==> src/rtl/tick_speed_controller.sv <==
`default_nettype none
// ============================================================================
// Module      : tick_speed_controller
// Description : Keeps a speed level (0..7) driven by three push buttons and
//               outputs the matching tick period, BASE_DELAY >> level, in
//               clock cycles for the falling-sand tick generator.
// Ports       : clk_i         - system clock
//               reset_i       - asynchronous active-low reset
//               controller_i  - buttons [0] faster, [1] slower, [2] restore
//               tick_delay_o  - registered cycles between simulation ticks
// Revision    : 1.0 - initial release
// ============================================================================
module tick_speed_controller #(
   parameter int unsigned BASE_DELAY    = 100_000_000,
   parameter int unsigned DEFAULT_LEVEL = 3,
   parameter int unsigned NUM_LEVELS    = 8
) (
   input  logic        clk_i,
   input  logic        reset_i,
   input  logic [2:0]  controller_i,
   output logic [26:0] tick_delay_o
);

   localparam logic [26:0] c_BASE_DELAY  = 27'(BASE_DELAY);
   localparam logic [2:0]  c_DEFAULT_LVL = 3'(DEFAULT_LEVEL);
   localparam logic [2:0]  c_MAX_LVL     = 3'(NUM_LEVELS - 1);

   // Button conditioning: two synchronizer stages plus one history stage.
   logic [2:0]  r_sync1;
   logic [2:0]  r_sync2;
   logic [2:0]  r_hist;
   logic [2:0]  w_press;

   logic [2:0]  r_level;
   logic [2:0]  w_level_next;
   logic [26:0] w_delay_next;

   always_ff @(posedge clk_i or negedge reset_i) begin
      if (!reset_i) begin
         r_sync1 <= 3'b000;
         r_sync2 <= 3'b000;
         r_hist  <= 3'b000;
      end else begin
         r_sync1 <= controller_i;
         r_sync2 <= r_sync1;
         r_hist  <= r_sync2;
      end
   end

   // Rising edge only, so a held button yields exactly one press.
   assign w_press = r_sync2 & ~r_hist;

   always_comb begin
      w_level_next = r_level;
      if (w_press[2]) begin
         w_level_next = c_DEFAULT_LVL;
      end else if (w_press[0] && w_press[1]) begin
         w_level_next = r_level;
      end else if (w_press[0] && (r_level < c_MAX_LVL)) begin
         w_level_next = r_level + 3'd1;
      end else if (w_press[1] && (r_level != 3'd0)) begin
         w_level_next = r_level - 3'd1;
      end
   end

   // Delay is derived from the next level so it updates on the same edge as
   // the level register and never lags it by a cycle.
   assign w_delay_next = c_BASE_DELAY >> w_level_next;

   always_ff @(posedge clk_i or negedge reset_i) begin
      if (!reset_i) begin
         r_level      <= c_DEFAULT_LVL;
         tick_delay_o <= c_BASE_DELAY >> c_DEFAULT_LVL;
      end else begin
         r_level      <= w_level_next;
         tick_delay_o <= w_delay_next;
      end
   end

endmodule
`default_nettype wire

==> config.mk <==
export PLATFORM = sky130hd
export DESIGN_NAME = tick_speed_controller
export DESIGN_NICKNAME = d
export VERILOG_FILES = /design/src/rtl/tick_speed_controller.sv
export SDC_FILE = /design/constraint.sdc
export NUM_CORES = 1
export LEC_CHECK = 0
export CAP_MARGIN = 15
export CORE_UTILIZATION = 49
export CTS_BUF_LIST = sky130_fd_sc_hd__clkbuf_16
export DETAILED_ROUTE_END_ITERATION = 8
export HOLD_SLACK_MARGIN = 0.1
export PLACE_DENSITY = 0.78
export SETUP_SLACK_MARGIN = 0.02
export SYNTH_ARGS = -nofsm -noshare
export SYNTH_HDL_FRONTEND = slang
export SYNTH_SLANG_ARGS = --single-unit
==> constraint.sdc <==
create_clock -name clk_i -period 2.4 [get_ports clk_i]
set_input_delay 0.36 -clock clk_i [delete_from_list [all_inputs] [get_ports clk_i]]
set_output_delay 0.36 -clock clk_i [all_outputs]
set_load 0.05 [all_outputs]
======== After elaboration in Yosys (flattened, before gate mapping) ========
Cells that the tools add are included.
storage, ports and cells
  register bits ........................... 39
  word-level logic and storage cells ...... 19
operators by class
  bitwise logic cells ..................... 2
  reductions and logical operators ........ 4
  shift operators ......................... 1
  mux-type cells .......................... 4
  magnitude comparators ................... 1
  add/subtract/negate cells ............... 2
operator list
  kind                                               number
  >> shifter 27 x 3 -> 27 bit, first input constant  1
  2-to-1 mux 3 bit                                   4
  adder 3 x 1 -> 3 bit, second input constant        1
  bitwise AND 3 bit                                  1
  logical AND 1 bit                                  3
  < comparator 3 bit, second input constant          1
  inverter 3 bit                                     1
  nonzero test 3 bit                                 1
  subtractor 3 x 1 -> 3 bit, second input constant   1

======== Longest topological paths before layout ========
  word-level depth ........................ 8
  mapped depth ............................ 9

======== Worst setup path before layout ========
Ideal clock, no wire load.
  path kind ............................... register to register
  start ................................... reg r_level[0]
  end ..................................... reg tick_delay_o[10]
  data required time ...................... 2,318 ps
  setup time .............................. 82 ps
  stages on the path, launching flop included .. 10
  data arrival time ....................... 1,938 ps
  path slack .............................. 380 ps
  clock period less this slack ............ 2,020 ps
  cells stage by stage .................... dfstp_2 -> inv_1 -> ha_1 -> and2b_1 -> o22ai_1 -> a211oi_1 -> or2_4 -> buf_6 -> or2_4 -> xnor2_2
on the way
  longest elaborated chain between the ends .. 7
  elaborated cells between the ends (all ways) .. 11
  those cells by class .................... add/sub: 2; order compare: 1; shift: 1; mux: 4; reduce/logical: 3
RTL lines
  item                                                                               RTL line  source
  start, declared                                                                    34        logic [2:0] r_level;
  start signal, assigned                                                             72        r_level <= c_DEFAULT_LVL;
  start signal, assigned                                                             75        r_level <= w_level_next;
  parallel branches: the longest is 4 deep, another holds subtractor 3 x 1 -> 3 bit  --
  2-to-1 mux 3 bit *                                                                 57        end else if (w_press[0] && w_press[1]) begin
  2-to-1 mux 3 bit *                                                                 55        if (w_press[2]) begin
  >> shifter 27 x 3 -> 27 bit *                                                      68        assign w_delay_next = c_BASE_DELAY >> w_level_next;
  net w_delay_next[10]                                                               36        logic [26:0] w_delay_next;
  end signal, assigned                                                               73        tick_delay_o <= c_BASE_DELAY >> c_DEFAULT_LVL;
  end signal, assigned                                                               76        tick_delay_o <= w_delay_next;
  end, declared                                                                      21        output logic [26:0] tick_delay_o
Mark *: on every way through the listed nets, which the timed path passes.

======== Worst setup path after layout ========
  start ................................... reg r_level[0]
  end ..................................... reg tick_delay_o[6]
on the way
  longest elaborated chain between the ends .. 7
  elaborated cells between the ends (all ways) .. 11
  those cells by class .................... add/sub: 2; order compare: 1; shift: 1; mux: 4; reduce/logical: 3
RTL lines
  item                                                                               RTL line  source
  parallel branches: the longest is 4 deep, another holds subtractor 3 x 1 -> 3 bit  --
  2-to-1 mux 3 bit *                                                                 57
  2-to-1 mux 3 bit *                                                                 55
  net w_level_next[0]                                                                35        logic [2:0] w_level_next;
  >> shifter 27 x 3 -> 27 bit *                                                      68
  net w_delay_next[6]                                                                36
Marks and branches as above.

==> flow_metrics.env <==
export IMPL_syn_area_um2=1460
export IMPL_drt_initial_drc_count=24
export IMPL_cts_repair_resized=0
export IMPL_grt_pass1_vias=974
export IMPL_ios=32
export IMPL_vias=969
export IMPL_status="finished, final reports clean"
export IMPL_post_drt_wl_per_cell_um=15.2
export IMPL_synth_area_leader_cell="dfrtp_1"
export IMPL_finalHoldViolations=0
export IMPL_syn_inst=115
export IMPL_antenna_cells=0
export IMPL_dpl_hpwl_um=1990
export IMPL_fmax_mhz=451
export IMPL_die_h_um=56.5
export IMPL_areaGrowthSynthToFinish_pct=32.1
export IMPL_cts_root_buf="clkbuf_16"
export IMPL_power_density_nw_per_um2=1590
export IMPL_synth_edf_count=0
export IMPL_antenna_found_initial=0
export IMPL_ant_nets=0
export IMPL_cts_sinks=37
export IMPL_cpMaxStageDelayCell="dfstp_2"
export IMPL_fin_hold_ws_ns=0.349
export IMPL_irDropWorstVdd_v=0.00139
export IMPL_critPathMaxFanout=11
export IMPL_setup_violations_final=0
export IMPL_num_rows=19
export IMPL_r2r_start="r_level[0]"
export IMPL_vias_per_cell=5.30
export IMPL_hold_buffers=0
export IMPL_nets=159
export IMPL_path_clk_slew_ns=0.05
export IMPL_drc_errors=0
export IMPL_grt_overflow_total=0
export IMPL_hold_class="flop to flop"
export IMPL_drt_total_wl_um=2790
export IMPL_grt_pass1_wl_um=4750
export IMPL_period_share=0.925
export IMPL_synth_top_area_share=0.395
export IMPL_worstHoldStart="r_sync1[0]"
export IMPL_cts_tree="done"
export IMPL_dp_cells=175
export IMPL_layout_commonest_cell="clkdlybuf4s50_1"
export IMPL_grt_setup_unrepaired="no"
export IMPL_setup_ws_ns=0.181
export IMPL_critPathRequiredTime_ns=2.54
export IMPL_cts_buffers=5
export IMPL_p_leak_nw=0.842
export IMPL_grt_start_max_net_pins=38
export IMPL_initial_utilization=0.524
export IMPL_die_w_um=56.5
export IMPL_tightest_slew_ns=0.530
export IMPL_finalMaxSlewViolations=0
export IMPL_arrival_ns=2.36
export IMPL_max_cap_violations=0
export IMPL_min_path_cells=0
export IMPL_post_cts_buffers=0
export IMPL_final_cells=183
export IMPL_critPathLaunchType="flop"
export IMPL_seq_area_frac_synth=0.647
export IMPL_reg2regPathDepth=9
export IMPL_ys_warn_count=0
export IMPL_syn_nets=123
export IMPL_drive_gt1_frac=0.197
export IMPL_critPathKind="flop to flop"
export IMPL_clk_latency_ns=0.27
export IMPL_crit_path_start="r_level[0]"
export IMPL_grt_util_all_layers=0.206
export IMPL_crit_path_max_incr_delay_ns=0.57
export IMPL_h_tree_depth=2
export IMPL_cp_end_kind="flop"
export IMPL_synth_area_per_cell_um2=12.7
export IMPL_port_buffer_count=30
export IMPL_synthDistinctLibCells=41
export IMPL_core_area_um2=2780
export IMPL_synth_seq_cells=37
export IMPL_final_setup_skew_ns=0.00417
export IMPL_tns_ns=0
export IMPL_cts_buffer_depth=2
export IMPL_final_cell_mix="30 x clkdlybuf4s50_1, 23 x dfrtp_1, 14 x dfstp_2"
export IMPL_die_area_um2=3200
export IMPL_synth_ff_type="dfrtp_1"
export IMPL_synthArstFlopShare=1.00
export IMPL_gp_congestion=0.921
export IMPL_min_period_ns=2.22
export IMPL_place_ws_ns=0.149
export IMPL_dr_pass1_iters=4
export IMPL_yosys_top_cells_area="dfrtp_1 39%, dfstp_2 25%, nand2_1 3.1%, ha_1 2.6%, nand2b_1 2.1%"
export IMPL_relSlewSlack=0.646
export IMPL_path_cells="inv_1 -> ha_1 -> and2b_1 -> o22ai_1 -> and4_1 -> or2_4 -> clkinvlp_4 -> nand2_1 -> a21oi_1"
==> where the power goes <==
| group | internal (mW) | switching [mW] |
|---|---|---|
| Clock | 0.372 | 0.212 |
| Sequential | 0.879 | 0.0836 |
| Combinational | 0.500 | 1.01 |
==> critical path, delay by kind of cell, from the launching register on <==
family                     cells  cell delay [ns]
and+or+nand+nor                4             0.77
DFF                            1             0.57
buffers and inverters          2             0.28
AOI/OAI and AO/OA              2             0.24
adders and majority gates      1             0.22
==> routing by layer <==
metal / up-vias / GRT usage / part of all wire
li1: 456 / - / -
met1: 485 / 0.250 / 0.44
met2: 26 / 0.331 / 0.52
met3: 2 / 0.0484 / 0.035
met4: 0 / 0.125 / 0.0054
met5: - / 0 / 0
==> flip-flops by register name, indices dropped and copies added (netlist names) <==
name and cells:
r_sync2 3, tick_delay_o 26, r_level 2, r_hist 3, r_sync1 3
==> metrics by stage <==
stage,power [mW],util,area (um2)
detailed placement,2.48,0.642,1790
global route,3.20,0.692,1930
floorplan,2.04,-,1460
finish,3.05,0.692,1930
CTS,3.08,0.691,1920
global placement,2.44,0.642,1790
==> cells by family (layout without fill, tap and decap cells) <==
logic type / count (synthesis) / in the layout / synth area share
xor gates and xnor gates: 4 / 4 / 0.0292
buffers and inverters: 9 / 46 / 0.0335
AOI/OAI and AO/OA: 16 / 16 / 0.0858
other: 1 / 1 / 0.00257
DFF: 37 / 37 / 0.647
adders and majority gates: 3 / 3 / 0.0258
and+or+nand+nor: 45 / 45 / 0.176
==> path summary, 6_finish.rpt <==
path	end	slack, ns
min in group asynchronous	tick_delay_o[4]	0.50
min	r_sync2[0]	0.35
min reg2reg	r_sync2[0]	0.35
max	tick_delay_o[6]	0.18
max reg2reg	tick_delay_o[6]	0.18
max in group asynchronous	r_level[1]	1.57
==> cell usage after synthesis, types with 2 or more instances <==
master    instances
o21ai_0           2
xnor2_1           3
and2b_1           3
nor2b_1           2
dfrtp_1          23
nand2_1          12
or2_4             2
dfstp_2          14
inv_1             4
a21oi_1           3
nor2_1            8
nand2b_1          5
buf_4             2
ha_1              3
nand3_1           3
==> area by class of cell <==
type	count	area, um2
Multi-Input combinational cell	69	465
Timing Repair Buffer	32	315
Inverter	6	26.3
Sequential cell	37	943
Tap cell	31	38.8
Clock buffer	5	125
Clock inverter	3	11.3
Fill cell	201	856
(Power assumes the default switching activity.)
